`src/rtl/mem_arb_pkg.sv`:
```
// mem_arb_pkg: shared state encoding and transfer-direction constants for the memory arbiter
package mem_arb_pkg;
  typedef enum logic [1:0] {IDLE, ACCESS, DONE} arb_state_t;
  localparam logic RD = 1'b0;
  localparam logic WR = 1'b1;
endpackage

```
`src/rtl/wait_counter.sv`:
```
// wait_counter: loadable wait-state down-counter that holds at zero
module wait_counter #(
  parameter int CNT_W = 3
) (
  input  logic             clk,
  input  logic             rst_n,
  input  logic             load,
  input  logic [CNT_W-1:0] load_val,
  input  logic             en,
  output logic             done
);
  logic [CNT_W-1:0] count;
  assign done = count == '0;
  always_ff @(posedge clk or negedge rst_n)
    if (!rst_n) count <= '0;
    else if (load) count <= load_val;
    else if (en && !done) count <= count - 1'b1;
endmodule

```
`src/rtl/mem_arbiter.sv`:
```
// mem_arbiter: round-robin arbiter sharing one fixed-latency memory port between two requesters
module mem_arbiter #(
  parameter int AW      = 16,
  parameter int DW      = 32,
  parameter int MEM_LAT = 4,
  parameter int CNT_W   = 3
) (
  input  logic          clk,
  input  logic          rst_n,
  input  logic          req0_strobe,
  input  logic          req0_rw,
  input  logic [AW-1:0] req0_addr,
  input  logic [DW-1:0] req0_wdata,
  output logic          req0_rdy,
  input  logic          req1_strobe,
  input  logic          req1_rw,
  input  logic [AW-1:0] req1_addr,
  input  logic [DW-1:0] req1_wdata,
  output logic          req1_rdy,
  output logic [DW-1:0] rdata,
  output logic [1:0]    gnt,
  output logic          mem_strobe,
  output logic          mem_rw,
  output logic [AW-1:0] mem_addr,
  output logic [DW-1:0] mem_wdata,
  input  logic [DW-1:0] mem_rdata
);
  import mem_arb_pkg::*;
  localparam logic [CNT_W-1:0] LOAD = CNT_W'(MEM_LAT - 1);
  arb_state_t state;
  logic last, pick1, grant, cnt_done;
  // last=1 means requester 1 was served most recently, so requester 0 wins a tie
  assign pick1      = req1_strobe && (!req0_strobe || !last);
  assign grant      = state == IDLE && (req0_strobe || req1_strobe);
  assign mem_strobe = state == ACCESS;
  assign req0_rdy   = state == DONE && gnt[0];
  assign req1_rdy   = state == DONE && gnt[1];
  wait_counter #(.CNT_W(CNT_W)) u_wait (
    .clk      (clk),
    .rst_n    (rst_n),
    .load     (grant),
    .load_val (LOAD),
    .en       (mem_strobe),
    .done     (cnt_done)
  );
  always_ff @(posedge clk or negedge rst_n)
    if (!rst_n) begin
      state     <= IDLE;
      gnt       <= '0;
      last      <= 1'b1;
      mem_rw    <= RD;
      mem_addr  <= '0;
      mem_wdata <= '0;
      rdata     <= '0;
    end else if (grant) begin
      state     <= ACCESS;
      gnt       <= pick1 ? 2'b10 : 2'b01;
      last      <= pick1;
      mem_rw    <= pick1 ? req1_rw : req0_rw;
      mem_addr  <= pick1 ? req1_addr : req0_addr;
      mem_wdata <= pick1 ? req1_wdata : req0_wdata;
    end else if (state == ACCESS && cnt_done) begin
      state <= DONE;
      if (mem_rw == RD) rdata <= mem_rdata;
    end else if (state == DONE) begin
      state <= IDLE;
      gnt   <= '0;
    end
endmodule

```
`config.mk`:
```
export PLATFORM = sky130hd
export DESIGN_NAME = mem_arbiter
export DESIGN_NICKNAME = d
export VERILOG_FILES = /design/src/rtl/mem_arb_pkg.sv /design/src/rtl/wait_counter.sv /design/src/rtl/mem_arbiter.sv
export SDC_FILE = /design/constraint.sdc
export NUM_CORES = 1
export LEC_CHECK = 0
export BUFFER_PORTS_ARGS = -buffer_cell sky130_fd_sc_hd__buf_4
export CORE_MARGIN = 3
export CORE_UTILIZATION = 40
export CTS_CLUSTER_SIZE = 12
export DETAILED_ROUTE_END_ITERATION = 10
export GPL_TIMING_DRIVEN = 0
export PLACE_DENSITY = 0.78
export SYNTH_ARGS = -nofsm -noshare
export SYNTH_HDL_FRONTEND = slang
export SYNTH_HIERARCHICAL = 1
export SYNTH_SLANG_ARGS = --single-unit
```
`constraint.sdc`:
```
create_clock -name clk -period 1.75 [get_ports clk]
set_input_delay 0.2625 -clock clk [delete_from_list [all_inputs] [get_ports clk]]
set_output_delay 0.2625 -clock clk [all_outputs]
set_load 0.05 [all_outputs]
```
==> metrics.md, run 1 <==
| Metric | Value |
|---|---|
| Status | `complete, but fails checks` |
| Violated checks | `setup timing` |
| Crit. End Element | `register` |
| CTS sink cnt | `89` |
| Switching part of the total | `48.7%` |
| Clk pin slew, worst setup/hold paths | `0.09 ns` |
| Initial DRC count | `210` |
| HP Class | `input pin to async pin` |
| Crit start category | `register` |
| Antenna violations before repair | `0` |
| GRT Total Usage | `21.6%` |
| Post-detail-place hpwl | `9.35 mm` |
| Core Util, Final | `64.8%` |
| GPL Wtd Cong | `0.838` |
| Num rows | `36` |
| Sequential Power Share | `26.7%` |
| Antenna Nets Post-Route | `0` |
| CP cell instances | `inv_2, ha_4, ha_4, nand3b_1, nor2_4, buf_6, buf_8, mux2_2` |
| Deepest clock path buffer count | `2` |
| Worst setup path class | `register to register` |
| Clk pwr share | `11.6%` |
| Gr ovfl total | `0` |
| Htree depth | `3` |
| Max cap viols | `0` |
| Post-synthesis sequential area ratio | `54.1%` |
| Flop-to-flop setup slack | `-0.01 ns` |
| Switch Pwr | `0.00670 W` |
| Die area | `11600 sq um` |
| CTS buffer count | `9` |
| Fillers | `766` |
| Post-Synth XOR/XNOR Area | `0%` |
| Length of the first detailed-routing pass in iterations | `5` |
| Post-synthesis simple-gate area fraction | `8.23%` |
| Fin crit share | `101%` |
| Drt via density | `5.16` |
| Global-route wire length before repair | `19.4 mm` |
| Mapped Area | `4120 sq um` |
| Min Clock Period, post-route | `1.76 ns` |
| Main combinational cell family by area after synthesis | `compound AO/OA/AOI/OAI gates` |
| Post-synth ARST share | `100%` |
| Worst-margin pin slew | `1.11 ns` |
| Count of different cell masters after synthesis | `30` |
| CP max stage delay | `0.40 ns` |
| Total Power | `0.0138 W` |
| Endpoints failing hold | `0` |
| Fin Hold WS | `0.0809 ns` |
| Ys Warns | `6` |
| VDD IR-drop max | `0.00125 V` |
| Most frequent CP cell | `ha_4` |
| Synth Instances | `391` |
| WL/cell | `17.2 um` |
| Clk Latency, worst-skew pair | `0.36 ns` |
| PwrDens | `2140 nW/um^2` |
| #FFs+latches synth | `89` |
| Die span in x | `107 um` |
| Inserted Diodes | `0` |
| CTS Hold Bufs | `0` |
| # setup viols final | `2` |
| Area Overhead vs Synth | `56.0%` |
| Combinational share of power | `61.7%` |
| Dpl ws | `-0.149 ns` |
| PnR worst setup slack | `-0.00996 ns` |
| Count of flip-flops with a built-in enable after synthesis | `0` |
| Fin. max-slew vios | `0` |
| Synth Area in Compound Gates | `18.2%` |
| Mux share of post-synthesis cell area | `8.93%` |
| Vias | `3976` |
| Synth Area in Adders | `0.608%` |
| Arrival time worst endpoint | `2.01 ns` |
| Largest net degree at the start of global routing | `90` |
| FF+latch area | `2230 sq um` |
| Vias in the first global route | `3831` |
| Post-Synthesis Mean Instance Area | `10.5 sq um` |
| Nets@finish | `769` |
| Max Clock Skew | `0.00723 ns` |
| Root Buffer Master | `clkbuf_8` |
| Starting Density | `41.6%` |
| Layout cell share with drive strength beyond 1 | `48.1%` |
| Crit Path Max Fanout | `5` |
| Multi-input gate area | `1630 sq um` |
| Buffers on Ports | `218` |
| Internal | `0.00706 W` |
| Die Span Y | `107 um` |
| Core ar. | `9910 sq um` |
| TritonCTS clock tree | `built` |
| RSZ-0062 raised after global routing | `true` |
| Fmax | `568 MHz` |
| Slew headroom | `26.2%` |
| Sum Neg Setup Slack | `-0.0120 ns` |
| Leak | `3.29 nW` |
| Worst path required time | `2.00 ns` |
| Most common flop cell mapped by yosys | `dfrtp_1` |
| DRC viols | `0` |
| WL final | `13.3 mm` |
| CP max-delay cell | `dfrtp_1` |
| Top Ports | `220` |
metal layers:
metal	wire, um	vias to the layer above	track usage (%)
li1	-	1841	-
met1	5500	1927	27.6
met2	6560	193	36.9
met3	1030	15	4.14
met4	203	0	7.57
met5	0	-	0
per-stage QoR:
stage | std cells | cell area (sq um)
global placement | 743 | 5930
detailed placement | 743 | 5930
global route | 771 | 6430
CTS | 767 | 6340
floorplan | 392 | 4120
finish | 771 | 6430
synth_stat cells, drive strengths merged, types with 3 or more instances:
cell type / number / area share [%]
dfrtp: 88 / 53
buf: 11 / 2.3
nor2b: 3 / 0.46
o221ai: 50 / 11
a221o: 3 / 0.73
nor2: 5 / 0.64
clkbuf: 21 / 2.6
inv: 53 / 4.8
nand2: 53 / 4.8
o21ai: 53 / 6.4
nor4b: 3 / 0.64
mux2: 32 / 8.9
critical path, delay by kind of cell (launching register included):
kind	cells	cell delay, ns
muxes	1	0.33
adders and majority gates	2	0.28
buffers and inverters	3	0.34
DFF	1	0.40
and+or+nand+nor	2	0.31
state kept, by name, indices dropped and copies added (netlist names):
register and flops:
mem_addr 16, state 2, u_wait/count 3, mem_wdata 32, gnt 2, last 1
mem_rw 1, rdata 32
layout by cell type (no fill, tap or decap), types with 2 or more instances in the layout:
master     Yosys  routed
buf_4          1     225
dfrtp_1       88      87
nand2_1       53      53
inv_1         53      51
o21ai_0       51      51
o221ai_1      50      50
mux2_4         2      29
clkbuf_1      18      14
clkbuf_8       3      11
buf_6          6      10
buf_8          0       5
clkbuf_2       0       4
buf_2          4       3
nor2_1         4       3
mux2_2        30       3
nor2b_1        3       3
nor4b_1        3       3
a221o_1        3       3
conb_1         2       3
nor2_4         1       2
and3b_2        2       2
nand2b_1       2       2
o21ai_1        2       2
bufinv_16      0       2
inv_2          0       2
ha_4           0       2
what timing repair did:
item | CTS | global route
setup endpoints to repair | 31 | 39
cloned | 3 | 0
gates resized for setup | 32 | 25
pin swaps | 4 | 3
buffers inserted | 5 | 4
final cells by class:
class / count / area share (%)
sequential: 89 / 34.7
clock buffer: 10 / 2.14
inverter: 53 / 3.10
timing repair buffer: 230 / 27.4
multi-input combinational: 218 / 25.3
clock inverter: 6 / 1.40
buffer: 32 / 3.39
tap: 133 / 2.59
worst paths after layout:
check	from	depth (start not counted)	to
worst min-delay path	rst_n	1	mem_wdata[1]$_DFFE_PN0P_
worst max register to register	u_wait/count[0]$_DFFE_PN0P_	8	rdata[17]$_DFFE_PN0P_
worst min register to register	last$_DFFE_PN1P_	2	last$_DFFE_PN1P_
max in group asynchronous	rst_n	1	state[1]$_DFFE_PN0P_
min in group clk	mem_rdata[10]	2	rdata[10]$_DFFE_PN0P_
worst max-delay path	u_wait/count[0]$_DFFE_PN0P_	8	rdata[17]$_DFFE_PN0P_
cell families after synthesis:
group / Yosys count
other: 2
AND/OR/NAND/NOR: 73
flip-flops: 89
adder cells (fa/ha/maj): 2
AO/OA/AOI/OAI: 108
buffers and inverters: 85
multiplexers: 32
power by group through the flow:
stage / Clock (W) / Sequential (W) / Combinational (W)
2_1_floorplan: 0 / 0.00681 / 0.00215
3_3_place_gp: 0 / 0.00364 / 0.00769
3_5_place_dp: 0 / 0.00368 / 0.00786
4_1_cts: 0.00163 / 0.00365 / 0.00828
5_1_grt: 0.00173 / 0.00379 / 0.00890
6_report: 0.00160 / 0.00367 / 0.00848
No activity file was read; power rests on OpenSTA's default activity.
==> inputs of run 2 (changes only) <==
--- a/config.mk
+++ b/config.mk
@@ -5,13 +5,14 @@
 export SDC_FILE = /design/constraint.sdc
 export NUM_CORES = 1
 export LEC_CHECK = 0
-export BUFFER_PORTS_ARGS = -buffer_cell sky130_fd_sc_hd__buf_4
 export CORE_MARGIN = 3
 export CORE_UTILIZATION = 40
 export CTS_CLUSTER_SIZE = 12
 export DETAILED_ROUTE_END_ITERATION = 10
+export DONT_BUFFER_PORTS = 1
 export GPL_TIMING_DRIVEN = 0
-export PLACE_DENSITY = 0.78
+export MAX_ROUTING_LAYER = met4
+export PLACE_DENSITY = 0.59
 export SYNTH_ARGS = -nofsm -noshare
 export SYNTH_HDL_FRONTEND = slang
 export SYNTH_HIERARCHICAL = 1
==> metrics.md, run 2 (same netlist as run 1, synthesis figures left out) <==
| Metric | Value |
|---|---|
| CP max-delay cell | `dfrtp_1` |
| Worst path required time | `1.99 ns (about the same)` |
| Root Buffer Master | `clkbuf_8` |
| Drt via density | `5.67 (+9.9%)` |
| Top Ports | `220 (unchanged)` |
| Die Span Y | `107 um (unchanged)` |
| VDD IR-drop max | `0.000976 V (-22%)` |
| Die area | `11600 sq um (unchanged)` |
| Num rows | `36 (unchanged)` |
| Worst setup path class | `register to register` |
| RSZ-0062 raised after global routing | `true` |
| M1 WL | `4.69 mm (-15%)` |
| CP max stage delay | `0.41 ns (about the same)` |
| Max cap viols | `0 (unchanged)` |
| Nets@finish | `554 (-28%)` |
| Clk pin slew, worst setup/hold paths | `0.10 ns (about the same)` |
| Slew headroom | `59.6% (+33 points)` |
| Metal3 WL | `1.16 mm (+13%)` |
| CP cell instances | `inv_2, ha_4, ha_4, nand3b_1, nor2_4, buf_12, clkbuf_16, mux2_4` |
| Max Clock Skew | `0.0173 ns (+0.0100 ns)` |
| Vias in the first global route | `3227 (-16%)` |
| Global-route wire length before repair | `17.6 mm (-9.7%)` |
| WL/cell | `21.0 um (+22%)` |
| Largest registers | `mem_wdata (32), rdata (32), mem_addr (16)` |
| Fin Hold WS | `-0.417 ns (-0.498 ns)` |
| Most frequent CP cell | `ha_4` |
| Core Util, Final | `49.2% (-16 points)` |
| Crit start category | `register` |
| Antenna violations before repair | `0 (unchanged)` |
| DRC viols | `0 (unchanged)` |
| Placed Cells | `525 (-29%)` |
| Post-detail-place hpwl | `7.85 mm (-16%)` |
| Most frequent cells in the layout | `dfrtp_1, nand2_1, inv_1, o21ai_0, o221ai_1` |
| Fmax | `574 MHz (+1.0%)` |
| Gr ovfl total | `0 (unchanged)` |
| Arrival time worst endpoint | `1.98 ns (-0.03 ns)` |
| Area Overhead vs Synth | `18.5%` |
| Fin crit share | `99.5% (-1.0 points)` |
| Violated checks | `hold timing` |
| Largest net degree at the start of global routing | `90 (unchanged)` |
| Length of the first detailed-routing pass in iterations | `7 (+2)` |
| PwrDens | `2470 nW/um^2 (+15%)` |
| CTS buffer count | `9 (unchanged)` |
| TritonCTS clock tree | `built` |
| Fin. max-slew vios | `0 (unchanged)` |
| Initial DRC count | `214 (+1.9%)` |
| Crit. End Element | `register` |
| Crit Path Max Fanout | `8 (+3)` |
| Status | `complete, but fails checks` |
| Min Clock Period, post-route | `1.74 ns (-0.0182 ns)` |
| Endpoints failing hold | `89 (+89)` |
| # setup viols final | `0 (-2)` |
| Layout cell share with drive strength beyond 1 | `22.0% (-26 points)` |
| GPL Wtd Cong | `0.833 (-0.54%)` |
| Deepest clock path buffer count | `2 (unchanged)` |
| Core ar. | `9910 sq um (unchanged)` |
| Clk Latency, worst-skew pair | `0.36 ns (about the same)` |
| Starting Density | `41.6% (unchanged)` |
| Commonest non-fill, non-tap cell in the layout | `dfrtp_1` |
| Buffers on Ports | `0 (-100%)` |
| Met2 routed WL | `5.67 mm (-14%)` |
| CTS sink cnt | `89 (unchanged)` |
| Post-Layout Cell Count | `556 (-28%)` |
| Inserted Diodes | `0 (unchanged)` |
| WL final | `11.7 mm (-12%)` |
| Htree depth | `3 (unchanged)` |
| Antenna Nets Post-Route | `0 (unchanged)` |
| HP Class | `input pin to async pin` |
| Die span in x | `107 um (unchanged)` |
| Worst-margin pin slew | `0.603 ns (-0.504 ns)` |
| Vias | `3151 (-21%)` |
| GRT Total Usage | `20.1% (-1.5 points)` |
| Highest routing layer actually used | `met4` |
| Leak | `2.26 nW (-31%)` |
==> run 2: metrics by stage <==
stage          worst slack (ns)  setup TNS, ns  total power, W  instance area, sq um
6_report                0.00825              0          0.0120                  4880
3_5_place_dp             -0.167          -4.56         0.00972                  4290
3_3_place_gp             -0.148          -4.27         0.00960                  4290
2_1_floorplan            0.0433              0         0.00897                  4120
5_1_grt                 -0.0968          -2.53          0.0127                  4880
4_1_cts                 -0.0552          -1.36          0.0119                  4810
==> run 2: worst paths after layout <==
path	slack [ns]	end	depth (start not counted)	start
max	0.008	rdata[0]$_DFFE_PN0P_	8	u_wait/count[0]$_DFFE_PN0P_
min	-0.42	mem_wdata[13]$_DFFE_PN0P_	0	rst_n
max reg2reg	0.008	rdata[0]$_DFFE_PN0P_	8	u_wait/count[0]$_DFFE_PN0P_
min reg2reg	0.50	last$_DFFE_PN1P_	2	last$_DFFE_PN1P_
max in group asynchronous	1.97	last$_DFFE_PN1P_	0	rst_n
min in group clk	0.04	rdata[29]$_DFFE_PN0P_	1	mem_rdata[29]
==> run 2: layout make-up <==
type,count,area (sq um)
Sequential cell,89,2230
Tap cell,133,166
Clock inverter,6,90.1
Buffer,32,248
Clock buffer,10,138
Multi-Input combinational cell,218,1630
Fill cell,919,5030
Inverter,53,199
Timing Repair Buffer,15,178
==> run 2: layer usage <==
| metal | vias up | global-route usage, % |
|---|---|---|
| li1 | 1411 | - |
| met1 | 1562 | 24.0 |
| met2 | 166 | 32.5 |
| met3 | 12 | 7.02 |
| met4 | 0 | 5.68 |
| met5 | - | - |
==> run 2: worst max-delay path: cells and delay by family, from the launching register on <==
kind | cells | cell delay (ns)
flip-flops | 1 | 0.41
buffers and inverters | 3 | 0.37
AND/OR/NAND/NOR | 2 | 0.29
adder cells (fa/ha/maj) | 2 | 0.25
multiplexers | 1 | 0.30
==> run 2: what timing repair did <==
item                                    4_1_cts  5_1_grt
resized for setup                            45       11
endpoints found under the setup margin       33       41
cloned                                        3        0
buffers inserted                              6        6
hold endpoints to repair                     89       89
pin swaps                                     3        3
==> run 2: report_power, final <==
group          switching, W  internal (W)
Sequential          0.00406       0.00302
Clock              0.000756      0.000849
Combinational       0.00150       0.00186
